$ cat src/rtl/fifo_rr_scheduler_if.sv
// Bundle for the N-source / single-sink token handshake of fifo_rr_scheduler.
// master is the scheduler side, slave is the FIFO environment side.
interface fifo_rr_scheduler_if #(
  parameter int N     = 4,
  parameter int width = 8
);
  localparam int TAG_W = (N > 1) ? $clog2(N) : 1;

  logic [N-1:0]       in_empty_n;
  logic [N*width-1:0] in_dout;
  logic [N-1:0]       in_read;
  logic               out_full_n;
  logic [width-1:0]   out_din;
  logic               out_write;
  logic [TAG_W-1:0]   out_tag;

  modport master (
    input  in_empty_n, in_dout, out_full_n,
    output in_read, out_din, out_write, out_tag
  );

  modport slave (
    output in_empty_n, in_dout, out_full_n,
    input  in_read, out_din, out_write, out_tag
  );
endinterface

$ cat src/rtl/fifo_rr_scheduler.sv
// Merges N source FIFOs into one sink through a round-robin grant held for up to
// `burst` tokens, with a one-entry output register for 1 token/cycle throughput.
//   state | meaning
//   IDLE  | arbitrate: pick first requester after `last`
//   GRANT | drain granted channel g until burst limit or empty
module fifo_rr_scheduler #(
  parameter int N     = 4,
  parameter int width = 8,
  parameter int burst = 4
) (
  input  logic              clk,
  input  logic              ap_rst,
  fifo_rr_scheduler_if.master bus
);
  localparam int TAG_W = (N > 1) ? $clog2(N) : 1;

  typedef enum logic {IDLE, GRANT} state_t;

  state_t           state, state_next;
  logic [TAG_W-1:0] last, g, sel, idx;
  logic [7:0]       burst_cnt;
  logic             any_req, g_req, pop, burst_done;
  logic             out_valid;
  logic [width-1:0] data_q;
  logic [TAG_W-1:0] tag_q;
  logic [N-1:0]     read_vec;
  logic             write;

  // Scan last+1, last+2, ... so the previously served channel has lowest priority
  always_comb begin
    sel     = '0;
    idx     = '0;
    any_req = 1'b0;
    for (int k = 1; k <= N; k++) begin
      idx = TAG_W'((int'(last) + k) % N);
      if (!any_req && bus.in_empty_n[idx]) begin
        any_req = 1'b1;
        sel     = idx;
      end
    end
  end

  assign g_req      = bus.in_empty_n[g];
  assign pop        = (state == GRANT) && g_req && (!out_valid || bus.out_full_n) && !ap_rst;
  assign burst_done = pop && (({1'b0, burst_cnt} + 9'd1) == 9'(burst));

  always_ff @(posedge clk) begin
    if (ap_rst) state <= IDLE;
    else        state <= state_next;
  end

  always_comb begin
    state_next = state;
    case (state)
      IDLE:    if (any_req) state_next = GRANT;
      GRANT:   if (!g_req || burst_done) state_next = IDLE;
      default: state_next = IDLE;
    endcase
  end

  // Strobes are forced low during reset so no FIFO is popped on the reset edge
  always_comb begin
    read_vec = pop ? (N'(1) << g) : '0;
    write    = out_valid && bus.out_full_n && !ap_rst;
  end

  assign bus.in_read   = read_vec;
  assign bus.out_write = write;
  assign bus.out_din   = data_q;
  assign bus.out_tag   = tag_q;

  always_ff @(posedge clk) begin
    if (ap_rst) begin
      last      <= TAG_W'(N - 1);
      g         <= '0;
      burst_cnt <= '0;
      out_valid <= 1'b0;
      data_q    <= '0;
      tag_q     <= '0;
    end else begin
      if (pop) begin
        data_q    <= bus.in_dout[g*width +: width];
        tag_q     <= g;
        out_valid <= 1'b1;
        burst_cnt <= burst_cnt + 8'd1;
      end else if (write) begin
        out_valid <= 1'b0;
      end
      if (state == IDLE && any_req) begin
        g         <= sel;
        burst_cnt <= '0;
      end
      if (state == GRANT && state_next == IDLE) last <= g;
    end
  end
endmodule

$ cat src/flat_wrapper.sv
// flat-port wrapper written by rule: the top's interface ports become plain ports
module fifo_rr_scheduler_flat 
#(
  parameter int N     = 4,
  parameter int width = 8,
  parameter int burst = 4
)
  (clk, ap_rst, bus_in_empty_n, bus_in_dout, bus_out_full_n, bus_in_read, bus_out_din, bus_out_write, bus_out_tag);
  fifo_rr_scheduler_if #(.N(N), .width(width)) bus_i ();
  input  logic clk;
  input  logic ap_rst;
  input wire logic [$bits(bus_i.in_empty_n)-1:0] bus_in_empty_n;
  input wire logic [$bits(bus_i.in_dout)-1:0] bus_in_dout;
  input wire logic [$bits(bus_i.out_full_n)-1:0] bus_out_full_n;
  output wire logic [$bits(bus_i.in_read)-1:0] bus_in_read;
  output wire logic [$bits(bus_i.out_din)-1:0] bus_out_din;
  output wire logic [$bits(bus_i.out_write)-1:0] bus_out_write;
  output wire logic [$bits(bus_i.out_tag)-1:0] bus_out_tag;
  assign bus_i.in_empty_n = bus_in_empty_n;
  assign bus_i.in_dout = bus_in_dout;
  assign bus_i.out_full_n = bus_out_full_n;
  assign bus_in_read = bus_i.in_read;
  assign bus_out_din = bus_i.out_din;
  assign bus_out_write = bus_i.out_write;
  assign bus_out_tag = bus_i.out_tag;
  fifo_rr_scheduler #(.N(N), .width(width), .burst(burst)) u_core (.clk(clk), .ap_rst(ap_rst), .bus(bus_i));
endmodule
$ cat config.mk
export PLATFORM = sky130hd
export DESIGN_NAME = fifo_rr_scheduler_flat
export DESIGN_NICKNAME = d
export VERILOG_FILES = /design/src/rtl/fifo_rr_scheduler_if.sv /design/src/rtl/fifo_rr_scheduler.sv /design/src/flat_wrapper.sv
export SDC_FILE = /design/constraint.sdc
export NUM_CORES = 1
export LEC_CHECK = 0
export CAP_MARGIN = 0
export CORE_AREA = 3 3 60 62
export CTS_BUF_LIST = sky130_fd_sc_hd__clkbuf_4
export CTS_CLUSTER_DIAMETER = 80
export DETAILED_ROUTE_END_ITERATION = 8
export DIE_AREA = 0 0 63 65
export GPL_ROUTABILITY_DRIVEN = 0
export PLACE_DENSITY = 0.77
export SLEW_MARGIN = 25
export SYNTH_ARGS = -nofsm -noshare
export SYNTH_HDL_FRONTEND = slang
export SYNTH_SLANG_ARGS = --single-unit
$ cat constraint.sdc
create_clock -name clk -period 3.62 [get_ports clk]
set_input_delay 1.086 -clock clk [delete_from_list [all_inputs] [get_ports clk]]
set_output_delay 1.086 -clock clk [all_outputs]
set_load 0.03 [all_outputs]
==> reports/qor.yml <==
status: "completed"
ys_ff_latch: 24
end_kind: "primary output"
clock_sinks: 24
post_drt_wl_per_cell_um: 14.2
clock_latency_ns: 0.32
dp.cells: 243
synth_nets: 186
grt-ovfl-total: 0
hold_path.class: "reg -> reg"
async_flop_share: 0
yosysTopAreaCell: "dfxtp_1"
numCtsBuffers: 3
rows: 20
leakagePower_nw: 0.762
finClkSkew_ns: 0.00835
hold_violations: 0
cts_root_buf: "clkbuf_4"
hold_end: "u_core.bus.out_din[3]$_SDFFE_PP0P_"
drt_iter0_drc: 44
drc_errors: 0
initial_core_util: 0.434
ys_seq_area_frac: 0.360
seq_area_sq_um: 480
worstReg2RegStart: "u_core.burst_cnt[0]$_SDFFE_PP0P_"
grt_max_degree: 16
fin_tns_setup_ns: 0
start_kind: "input port"
yosys_warnings: 0
synthesis.area_sq_um: 1340
io-pin-count: 54
dieArea_sq_um: 4100
path_clk_slew_ns: 0.14
fin_util: 0.644
drive_above_1_share: 0.153
r2r_end: "u_core.last[0]$_SDFFE_PP1P_"
rrSetupSlack_ns: 1.59
grt_pass1_vias: 1335
syn_area_per_cell_sq_um: 9.14
synth.most_common_cell: "nand2_1"
dpl-instance-area_sq_um: 1920
vias_per_cell: 5.12
slew_headroom: 0.682
power-per-cell-area_nw_per_um2: 328
antenna_found_initial: 0
nFillCells: 269
worstMarginPinSlew_ns: 0.472
post_cts_buffers: 0
worstHoldStart: "u_core.bus.out_din[3]$_SDFFE_PP0P_"
grtUsageTotal: 0.179
synthTopCellsByCount: "nand2_1 (28), dfxtp_1 (24), a21oi_1 (19), nor2_1 (16), xor2_1 (6)"
layout.cells.non_filler: 247
synth_edf_count: 0
fp.dieW_um: 63
n_antenna_cell: 0
io_buffers: 53
synthCells: 146
area.growth.synth_to_final_pct: 48.5
cts.htree.levels: 1
setup_viol: 0
reg2regPathDepth: 6
worstPathMaxFanout: 6
chipHeight_um: 65
grt_pass1_wl_um: 5840
critPathKind: "in -> out"
cap_violations: 0
final-max-slew-violation-count: 0
required_ns: 2.53
synth_ff_type: "dfxtp_1"
worstHoldPathCells: 2
drt-total-wl_um: 3510
synth_area_leaders: "dfxtp_1 (36%), mux4_2 (8.4%), mux4_1 (7.9%)"
min_period_ns: 3.56
ant_nets: 0
cts_tree: "done"
vias: 1265
cts.path.max_buffers: 2
post-route-period-util: 0.983
dpl.hpwl_um: 2760
rsz0062_at_grt: "no"
fmax_ghz: 0.281
stdcell_area_sq_um: 1980
first_pass_iters: 4
nets: 244
vdd_drop_max_mv: 0.375
crit_arrival_ns: 2.47
synth_top_cell_area_share: 0.360
core_area_sq_um: 3080
synth.distinct_cells: 37
multi_input_area_sq_um: 791
per-stage QoR:
| step | hold WS (ns) | worst slack [ns] | power [mW] |
|---|---|---|---|
| finish | 0.463 | 0.0610 | 0.650 |
| global route | 0.485 | 0.0240 | 0.680 |
| CTS | 0.467 | 0.0658 | 0.655 |
| detailed placement | 0.448 | -0.174 | 0.462 |
| global placement | 0.442 | -0.139 | 0.457 |
| floorplan | 0.474 | 0.192 | 0.386 |
power breakdown:
group	leakage, nW	total, mW	internal (mW)	switching [mW]
sequential	0.195	0.287	0.276	0.0107
clock	0.0279	0.195	0.112	0.0830
combinational	0.539	0.168	0.0970	0.0708
logic make-up (layout without fill, tap and decap cells):
logic type / count (synthesis) / in the layout / share of synthesized area
buffers and inverters: 12 / 69 / 0.0525
multiplexers: 12 / 12 / 0.187
AND/OR/NAND/NOR: 62 / 62 / 0.224
XOR/XNOR: 7 / 7 / 0.0459
AO/OA/AOI/OAI: 28 / 28 / 0.122
flip-flops: 24 / 24 / 0.360
adder cells (fa/ha/maj): 1 / 1 / 0.00937
how the worst max path moves through the flow:
stage,startpoint,endpoint,slack (ns),depth (start not counted)
final,bus_in_empty_n[1],bus_in_read[3],0.06,5
after detailed placement,bus_in_empty_n[1],bus_in_read[3],-0.17,5
after global routing,bus_in_empty_n[1],bus_in_read[1],0.02,6
after global placement,bus_in_empty_n[1],bus_in_read[3],-0.14,5
after CTS,bus_in_empty_n[1],bus_in_read[3],0.07,5
after floorplan,bus_in_empty_n[1],bus_in_read[0],0.19,4
repair_timing:
| action | CTS | global route |
|---|---|---|
| setup endpoints to repair | 4 | 0 |
| hold buffers | 0 | 0 |
| resized for setup | 7 | 0 |
final cells by class:
cell class	count	share of cell area
Tap cell	44	0.0278
Inverter	1	0.00189
Clock buffer	3	0.0114
Clock inverter	1	0.0152
Sequential cell	24	0.242
Timing Repair Buffer	64	0.302
Multi-Input combinational cell	110	0.399
flip-flops by register name (all words and copies together), names as in the netlist:
register            cells
u_core.burst_cnt        8
u_core.bus.out_din      8
u_core.bus.out_tag      2
u_core.g                2
u_core.last             2
u_core.out_valid        1
u_core.state            1
placed cells by master, fill, tap and decap left out, types with 2 or more instances in the layout:
cell type	count
clkdlybuf4s50_1	44
nand2_1	28
dfxtp_1	24
a21oi_1	19
nor2_1	16
buf_4	15
xor2_1	6
mux4_2	5
mux4_1	4
dlygate4sd2_1	4
clkbuf_4	3
nand2b_1	2
and3_1	2
nand4_1	2
a31oi_1	2
mux2i_1	2
a211o_1	2
worst max-delay path: stages:
cell and delay, ns:
dlygate4sd2_1 0.29, mux4_2 0.49, and4b_2 0.29, and3_4 0.19, buf_6 0.13
routing by layer:
layer	track usage	routed length [um]
met1	0.190	1380
met2	0.353	1890
met3	0.0468	222
met4	0.0331	23
met5	0	0
Note: power is estimated with default switching activity, not from simulation.
==> patch: new RTL, config.mk and constraints unchanged <==
`width` is set to 8 in 3 places; all go to 6.
--- a/src/rtl/fifo_rr_scheduler_if.sv
+++ b/src/rtl/fifo_rr_scheduler_if.sv
@@ -2,7 +2,7 @@
 // master is the scheduler side, slave is the FIFO environment side.
 interface fifo_rr_scheduler_if #(
   parameter int N     = 4,
-  parameter int width = 8
+  parameter int width = 6
 );
   localparam int TAG_W = (N > 1) ? $clog2(N) : 1;
 
--- a/src/rtl/fifo_rr_scheduler.sv
+++ b/src/rtl/fifo_rr_scheduler.sv
@@ -5,7 +5,7 @@
 //   GRANT | drain granted channel g until burst limit or empty
 module fifo_rr_scheduler #(
   parameter int N     = 4,
-  parameter int width = 8,
+  parameter int width = 6,
   parameter int burst = 4
 ) (
   input  logic              clk,
--- a/src/flat_wrapper.sv
+++ b/src/flat_wrapper.sv
@@ -2,7 +2,7 @@
 module fifo_rr_scheduler_flat 
 #(
   parameter int N     = 4,
-  parameter int width = 8,
+  parameter int width = 6,
   parameter int burst = 4
 )
   (clk, ap_rst, bus_in_empty_n, bus_in_dout, bus_out_full_n, bus_in_read, bus_out_din, bus_out_write, bus_out_tag);
Interface: changed (resized bus_in_dout and bus_out_din); port bits go from 54 to 44. No check against the original RTL was run, so the function may have changed too.
==> patch against the original RTL <==
Final area is 6.8% lower; setup slack lost 0.0098 ns; synthesized cell count decreased by 8.2%; critical endpoint is now bus_in_read[1]; total power is 0.26% lower; synthesized area down 9.6%; non-clock buffer count shrank 9; largest cell class unchanged; routed wire length is 2.6% higher; sequential cell count is 2 lower; highest routed layer unchanged; clock skew fell by 0.0056 ns.
==> patch: results (changes against the original RTL) <==
| Metric | Value |
|---|---|
| Netlist cell types | `35 (-5.4%)` |
| Overall Global Routing Usage | `0.184 (+0.00495)` |
| Slew margin rel. | `0.735 (+0.0528)` |
| Top delay family on crit path | `buffers and inverters` |
| HPWL Detailed | `2730 µm (-1.2%)` |
| First-pass GRT wire length | `5890 µm (+0.82%)` |
| Peak VDD IR | `233 µV (-38%)` |
| Syn Nets | `166 (-11%)` |
| Vias | `1235 (-2.4%)` |
| Syn Area/Cell | `9.01 µm² (-1.5%)` |
| Final WL | `3600 µm (+2.6%)` |
| Wire per inst | `15.8 µm (+11%)` |
| Fill count | `262 (-2.6%)` |
| Layout cells sized above 1 | `0.212 (+0.0592)` |
| Most instantiated cells after synthesis | `nand2_1, dfxtp_1, a21oi_1` |
| Area after DPL | `1730 µm² (-10%)` |
| Crit Path Max Fanout | `4 (-2)` |
| Post-synthesis mux area share | `0.140 (-0.0466)` |
| Largest net degree at the start of global routing | `23 (+7)` |
| Leakage power | `0.683 nW (-10%)` |
| Ys flop type | `dfxtp_1` |
| IO Port Bufs | `43 (-19%)` |
| Outcome | `complete, no violations` |
| Synth top area cells | `dfxtp_1, mux4_2, nand2_1` |
| Post-synthesis adder-cell area fraction | `0.0104 (+0.000991)` |
| Xor/xnor share of the synthesized area | `0.0508 (+0.00485)` |
| Clk_skew | `0.00273 ns (-0.00562 ns)` |
| Vias in the first global route | `1269 (-4.9%)` |
| First-pass iteration count of the detailed router | `6 (+2)` |
## patch: cell count changes in the layout (fill, tap and decap cells not counted), moves of 3 or more
cell             unedited run  this run
nand2_1                    28        24
mux4_1                      4         0
xor2_1                      6         1
xnor2_1                     1         6
dlymetal6s2s_1              0         4
dlygate4sd2_1               4         0
a21oi_1                    19        16
clkdlybuf4s50_1            44        34
## patch: area by class of cell
type                       count  area, µm²  share of cell area
multi-input combinational    100        759               0.411
timing repair buffer          55        529               0.286
sequential                    22        440               0.238
tap                           44       55.1              0.0298
clock inverter                 1       30.0              0.0162
clock buffer                   3       22.5              0.0122
inverter                       3       11.3             0.00609
## patch: worst register-to-register path, stage by stage, from the launching register on
cell and delay [ns]:
dfxtp_1 0.39, mux4_2 0.54, buf_6 0.14, buf_4 0.13
o31ai_1 0.10, a21oi_1 0.12, a311o_1 0.33
## patch: path summary, 6_finish.rpt
| kind | start | endpoint | slack, ns | depth (start not counted) |
|---|---|---|---|---|
| setup / recovery | bus_out_full_n | bus_in_read[1] | 0.05 | 6 |
| hold reg to reg | u_core.bus.out_tag[1]$_SDFFE_PP0P_ | u_core.bus.out_tag[1]$_SDFFE_PP0P_ | 0.46 | 2 |
| setup reg to reg | u_core.g[0]$_SDFFE_PP0P_ | u_core.last[0]$_SDFFE_PP1P_ | 1.77 | 6 |
| hold / removal | u_core.bus.out_tag[1]$_SDFFE_PP0P_ | u_core.bus.out_tag[1]$_SDFFE_PP0P_ | 0.46 | 2 |
## patch: metrics by stage
| step | TNS (ns) | worst slack, ns |
|---|---|---|
| finish | 0 | 0.0512 |
| global route | -0.0306 | -0.0306 |
| CTS | -0.00452 | -0.00452 |
| detailed placement | -0.499 | -0.442 |
| global placement | -0.401 | -0.401 |
| floorplan | -0.0129 | -0.00645 |
## patch: cells by family (layout without fill, tap and decap cells)
kind of cell             after synthesis  in the layout
flip-flops                            22             22
AND/OR/NAND/NOR                       60             60
AO/OA/AOI/OAI                         24             24
XOR/XNOR                               7              7
adder cells (fa/ha/maj)                1              1
multiplexers                           8              8
buffers and inverters                 12             62
## patch: power by group
part	total [mW]	internal, mW	switching [mW]
logic	0.184	0.0975	0.0861
registers	0.268	0.256	0.0127
clock network	0.196	0.112	0.0839
total	0.648	0.465	0.183
## patch: timing repair
action                                  4_1_cts  5_1_grt
gates resized for setup                      11        8
pin swaps                                     0        2
endpoints found under the setup margin        3        4
setup buffers                                 0        1
## patch: per-layer routing
| metal | vias to the layer above | part of all wire | global-route usage |
|---|---|---|---|
| met5 | - | 0 | 0 |
| met4 | 0 | 0.032 | 0.0882 |
| met3 | 11 | 0.032 | 0.0260 |
| met2 | 35 | 0.54 | 0.353 |
| met1 | 608 | 0.40 | 0.196 |
| li1 | 581 | - | - |
